## src/rtl/adder_pipe.sv

```systemverilog
// adder_pipe: pipelined ripple-carry add/subtract unit.
// One CW-bit carry chunk is resolved per stage; the pipe stalls as a whole.
module adder_pipe #(
  parameter int WIDTH  = 16,
  parameter int STAGES = 4
) (
  input  logic             clk,
  input  logic             rst,
  input  logic             in_valid,
  output logic             in_ready,
  input  logic [WIDTH-1:0] a,
  input  logic [WIDTH-1:0] b,
  input  logic             cin,
  input  logic             sub,
  output logic             out_valid,
  input  logic             out_ready,
  output logic [WIDTH-1:0] sum,
  output logic             cout,
  output logic             ovf,
  output logic             zero
);

  localparam int CW = WIDTH / STAGES;

  logic              adv;
  logic [STAGES-1:0] vld;
  logic [STAGES-1:0] ld;
  logic [WIDTH-1:0]  b_eff;
  logic              c0;

  // registered stage state
  logic [WIDTH-1:0] a_q [STAGES];
  logic [WIDTH-1:0] b_q [STAGES];
  logic [WIDTH-1:0] s_q [STAGES];
  logic             c_q [STAGES];
  logic             ovf_q;
  logic             zero_q;

  // per-stage inputs and next values
  logic [WIDTH-1:0] ia [STAGES];
  logic [WIDTH-1:0] ib [STAGES];
  logic [WIDTH-1:0] is [STAGES];
  logic             ic [STAGES];
  logic [WIDTH-1:0] s_n [STAGES];
  logic             c_n [STAGES];
  logic             ovf_n;
  logic             zero_n;

  assign b_eff    = sub ? ~b : b;
  assign c0       = sub ? ~cin : cin;
  assign adv      = ~vld[STAGES-1] | out_ready;
  assign in_ready = adv;

  // stage inputs: stage 0 sees the ports, stage k sees stage k-1 registers
  always_comb begin
    ia[0] = a;
    ib[0] = b_eff;
    ic[0] = c0;
    is[0] = '0;
    ld[0] = in_valid;
    for (int k = 1; k < STAGES; k++) begin
      ia[k] = a_q[k-1];
      ib[k] = b_q[k-1];
      ic[k] = c_q[k-1];
      is[k] = s_q[k-1];
      ld[k] = vld[k-1];
    end
  end

  // one CW-bit ripple chunk per stage, flags from the final chunk
  always_comb begin
    logic [CW:0] t;
    t      = '0;
    ovf_n  = 1'b0;
    zero_n = 1'b0;
    for (int k = 0; k < STAGES; k++) begin
      t = {1'b0, ia[k][k*CW +: CW]}
        + {1'b0, ib[k][k*CW +: CW]}
        + {{CW{1'b0}}, ic[k]};
      s_n[k] = is[k];
      s_n[k][k*CW +: CW] = t[CW-1:0];
      c_n[k] = t[CW];
      if (k == STAGES - 1) begin
        ovf_n  = ia[k][WIDTH-1] ^ ib[k][WIDTH-1]
               ^ s_n[k][WIDTH-1] ^ t[CW];
        zero_n = (s_n[k] == '0);
      end
    end
  end

  // advance all stages together; data only loads behind a valid beat
  always_ff @(posedge clk) begin
    if (rst) begin
      vld    <= '0;
      ovf_q  <= 1'b0;
      zero_q <= 1'b0;
      for (int k = 0; k < STAGES; k++) begin
        a_q[k] <= '0;
        b_q[k] <= '0;
        s_q[k] <= '0;
        c_q[k] <= 1'b0;
      end
    end else if (adv) begin
      for (int k = 0; k < STAGES; k++) begin
        vld[k] <= ld[k];
        if (ld[k]) begin
          a_q[k] <= ia[k];
          b_q[k] <= ib[k];
          s_q[k] <= s_n[k];
          c_q[k] <= c_n[k];
        end
      end
      if (ld[STAGES-1]) begin
        ovf_q  <= ovf_n;
        zero_q <= zero_n;
      end
    end
  end

  assign out_valid = vld[STAGES-1];
  assign sum       = s_q[STAGES-1];
  assign cout      = c_q[STAGES-1];
  assign ovf       = ovf_q;
  assign zero      = zero_q;

endmodule
```

## config.mk

```make
export PLATFORM = sky130hd
export DESIGN_NAME = adder_pipe
export DESIGN_NICKNAME = d
export VERILOG_FILES = /design/src/rtl/adder_pipe.sv
export SDC_FILE = /design/constraint.sdc
export NUM_CORES = 1
export LEC_CHECK = 0
export CAP_MARGIN = 15
export CORE_MARGIN = 2
export CORE_UTILIZATION = 35
export CTS_CLUSTER_SIZE = 10
export DETAILED_ROUTE_END_ITERATION = 10
export PLACE_DENSITY_LB_ADDON = 0.25
export SLEW_MARGIN = 20
export SYNTH_ARGS = -nofsm -noshare
export SYNTH_HDL_FRONTEND = slang
export SYNTH_SLANG_ARGS = --single-unit
```

## constraint.sdc

```tcl
create_clock -name clk -period 3.8 [get_ports clk]
set_input_delay 0.95 -clock clk [delete_from_list [all_inputs] [get_ports clk]]
set_output_delay 0.95 -clock clk [all_outputs]
set_load 0.02 [all_outputs]
```

# After elaboration in Yosys (flattened, before gate mapping)
# Memory sizes are Yosys's and may differ from the RTL's.
# Cells that the tools add are included.
# word_totals
ram_bits	196
inputBits	38
regBits	6
rom_bits	0
elab_cells	76
latchBits	0
mem_count	4
# classes
n_reduce_logical	2
n_lt_le_gt_ge	0
div_mod_pow	0
n_eq_ne	0
shifts	0
bitwise	23
n_mul	0
n_addsub	8
mux	36
# mem_list
name	words	word_bits	rd	rd_clocked_by_memory_dff	write_ports	line	source
a_q	4	16	3	0	4	32	logic [WIDTH-1:0] a_q [STAGES];
b_q	4	16	3	0	4	33	logic [WIDTH-1:0] b_q [STAGES];
s_q	4	16	4	0	4	34	logic [WIDTH-1:0] s_q [STAGES];
c_q	4	1	4	0	4	35	logic c_q [STAGES];
# op_table
cell	count
2-to-1 mux 16 bit	13
2-to-1 mux 1 bit	23
adder 4 x 4 -> 5 bit	4
adder 5 x 1 -> 5 bit	4
OR 1 bit	17
zero test 16 bit	1
NOT 16 bit	1
bitwise XOR 1 bit	3
NOT 1 bit	2
AND reduction 2 bit	1

# Longest topological paths before layout
# depth
depth_word	6
mapped_depth	8

# Worst setup path before layout
# Ideal clock, no wire load.
# synth_path
path_type	input -> register
startpoint	in sub
endpoint	mem c_q[0], data pin
path_stages	8
path_slack_ns	0.830
required_ns	3.543
arrival_ns	2.713
setup_ns	0.257
path_cell_list	buf_2 > buf_2 > xor2_1 > fa_1 > fa_1 > a21o_1 > a21oi_1 > nor2_1
# synth_rtl
item	line	source
start: declaration	14	input logic sub,
end: declaration	35	

# Worst setup path after layout
# layout_path
startpoint	in out_ready
endpoint	out in_ready
# layout_between
elab_chain_cells	1
# layout_lines
item	line	source
start: declaration	16	input logic out_ready,
OR 1 bit	51	assign adv = ~vld[STAGES-1] | out_ready;
end: declaration	10	output logic in_ready,
# No other way between the ends.

==> summary.md <==
| Metric | Value |
|---|---|
| Outcome | `completed` |
| Post-cts sizing count | `0` |
| Hold_ws | `0.453 ns` |
| Synth top area share | `64.1%` |
| Metal3 WL | `296 um` |
| Port Buffer Count | `58` |
| Worst slew margin | `43.1%` |
| Detailed Route Iter0 Violations | `142` |
| DR DRC count | `0` |
| Routability Congestion | `0.728` |
| Leakage dissipation | `0.00222 uW` |
| Fin nets | `424` |
| Synthesized netlist net count | `366` |
| Core area | `12000 sq um` |
| Initial antenna violation count | `1` |
| Final period util | `84.7%` |
| Syn Area/Cell | `14.0 sq um` |
| Commonest non-fill, non-tap cell in the layout | `edfxtp_1` |
| Worst Path Max Fanout | `6` |
| Total CTS buffers | `9` |
| CP Class | `in -> out` |
| CTS tree | `done` |
| DRT Pass-1 Iters | `4` |
| Synthesized area | `4310 sq um` |
| Final setup viols | `0` |
| Post-CTS setup repair buffer count | `0` |
| Diodes inserted | `0` |
| Vias in the first global route | `2404` |
| Root Buffer | `clkbuf_16` |
| Die X-Extent | `115 um` |
| Largest area contributor in the netlist | `edfxtp_1` |
| DR vias | `2412` |
| Total detailed-routing wirelength | `6740 um` |
| Setup_tns | `0 ns` |
| Gr usage total | `11.1%` |
| FF+latch count, synth | `98` |
| Vias per inst | `4.66` |
| Startpoint class of the critical path | `input pin` |
| Hold Crit Endpoint | `ovf` |
| Reg2reg end | `ovf` |
| Global-route wire length before repair | `11400 um` |
| Die Ht | `115 um` |
| Initial core utilization | `35.9%` |
| Worst Path Arrival | `2.27 ns` |
| # H-tree levels | `3` |
| Crit-path slowest cell | `clkdlybuf4s50_1` |
| Distinct cells, synth | `27` |
| Dpl hpwl | `4920 um` |
| Clock Skew | `0.00518 ns` |
| # Max-Cap Violations | `0` |
| Wl on met1 | `3320 um` |
| R2R Setup Slk | `1.74 ns` |
| Reg-to-reg startpoint | `c_q[2]` |
| Cells on worst reg2reg path | `6` |
| Hold path cells | `2` |
| Startpoint of the lowest-slack hold path | `ovf` |
| Worst Path Buf+Inv | `3` |
| Ranking of synthesized cells by area | `edfxtp_1 64%, and3_1 9.6%, fa_1 3.7%` |
| Worst Setup End Kind | `primary output` |
| Largest net degree at the start of global routing | `31` |
| PD cells | `436 nW/um^2` |
| Crit-path max cell delay | `0.55 ns` |
| Ratio of cells with drive above 1 in the final layout | `7.01%` |
| P&R area growth vs syn | `23.2%` |
| Highest-count cells in the layout ignoring fill and taps | `92 x edfxtp_1, 66 x and3_1, 58 x clkdlybuf4s50_1, 24 x nor2_1, 15 x xnor2_1` |
| # IOs | `59` |
| Synth Instances | `308` |
| Row cnt | `40` |
| Die ar. | `13200 sq um` |
| Required time worst endpoint | `2.85 ns` |
| Clk_lat worst skew | `0.33 ns` |
| Hold Buf Count CTS | `0` |
| RSZ-0062 raised after global routing | `no` |
| Worst-path clk slew | `0.06 ns` |
| Worst min path class | `reg -> reg` |
| Worst-margin pin slew | `0.852 ns` |
| Met2 wire length | `2980 um` |
| Grt ovf | `0` |
| Min cycle time layout | `3.22 ns` |
| Routed Antenna Nets | `0` |
| Critical-path cell list | `clkdlybuf4s50_1 > nor2b_4 > inv_2 > clkdlybuf4s50_1` |
| Final Hold Viols | `0` |
| CTS Buffer Depth | `2` |
| Delay-heaviest family, CP | `buffers and inverters` |
| Worst VDD drop | `0.229 mV` |
| Highest metal used | `met4` |
| Sink Count | `98` |
| Sequential fraction of the synthesis area | `66.9%` |
| Ys Warns | `0` |
| Slew Limit Fails | `0` |
| Detailed-route wire length per cell | `13.0 um` |
| Cell mode on critical path | `clkdlybuf4s50_1` |
| Fmax | `311 MHz` |
==> cells in the mapped netlist (all sizes together) <==
cell,instances
a32o,1
xnor2,15
xor2,9
ha,12
nor4,3
dfxtp,6
nor2b,5
o21ai,3
nand2,13
buf,6
inv,11
nand3,1
and3,67
a21oi,12
a21o,6
edfxtp,92
clkbuf,10
fa,8
nor3,2
nor2,25
or4,1
==> worst max-delay path by stage <==
stage / startpoint / endpoint / slack (ns) / depth (start not counted)
global route: out_ready / in_ready / 0.53 / 4
finish: out_ready / in_ready / 0.58 / 4
floorplan: sub / c_q[0] / 0.83 / 8
detailed placement: sub / s_q[0][3] / 0.53 / 8
CTS: out_ready / in_ready / 0.58 / 4
global placement: sub / s_q[0][3] / 0.57 / 8
==> cell families (layout without fill, tap and decap cells) <==
family,after synthesis,after routing,synth area share (%)
DFF,98,98,66.9
xor gates and xnor gates,24,24,4.88
buffers and inverters,27,90,2.52
AOI/OAI and AO/OA,22,22,3.05
adders and majority gates,20,20,7.20
and+or+nand+nor,117,117,15.5
==> state kept, by name (all words and copies together) (netlist names) <==
name,cells
a_q,24
zero,1
b_q,24
s_q,40
ovf,1
c_q,4
vld,4
==> worst register-to-register path, cell delays in order (launching register included) <==
cell and delay, ns:
edfxtp_1 0.41, fa_1 0.48, fa_1 0.42, a21o_1 0.20, a21oi_1 0.24, xnor2_1 0.15, o21ai_1 0.07
==> where the power goes <==
part	total [uW]	leakage [uW]	switching (uW)	internal, uW
clock	801	0.000125	363	438
sequential	1280	0.00103	27.0	1250
combinational	233	0.00106	119	115
==> metrics by stage <==
step                      util, %  area, sq um  worst slack, ns  power [uW]  cells
after floorplan                 -         4310            0.830        1440    308
after global placement       42.1         5050            0.569        1540    502
after detailed placement     42.1         5050            0.525        1540    502
after CTS                    44.2         5310            0.579        2340    518
after global routing         44.2         5310            0.534        2420    518
final                        44.2         5310            0.580        2310    518
==> per-layer routing <==
| layer | track usage, % | up-vias |
|---|---|---|
| met5 | 0 | - |
| met4 | 5.30 | 0 |
| met3 | 1.63 | 11 |
| met2 | 17.6 | 66 |
| met1 | 15.1 | 1106 |
| li1 | - | 1229 |
==> area by class of cell <==
cell class,instances,area (sq um)
fillers,1132,6700
flip-flops and latches,98,2880
multi-input cells,183,1330
repair buffers,63,618
clock buffers,10,229
well taps,147,184
inverters,11,41.3
clock inverters,6,32.5
(Power assumes the default switching activity.)
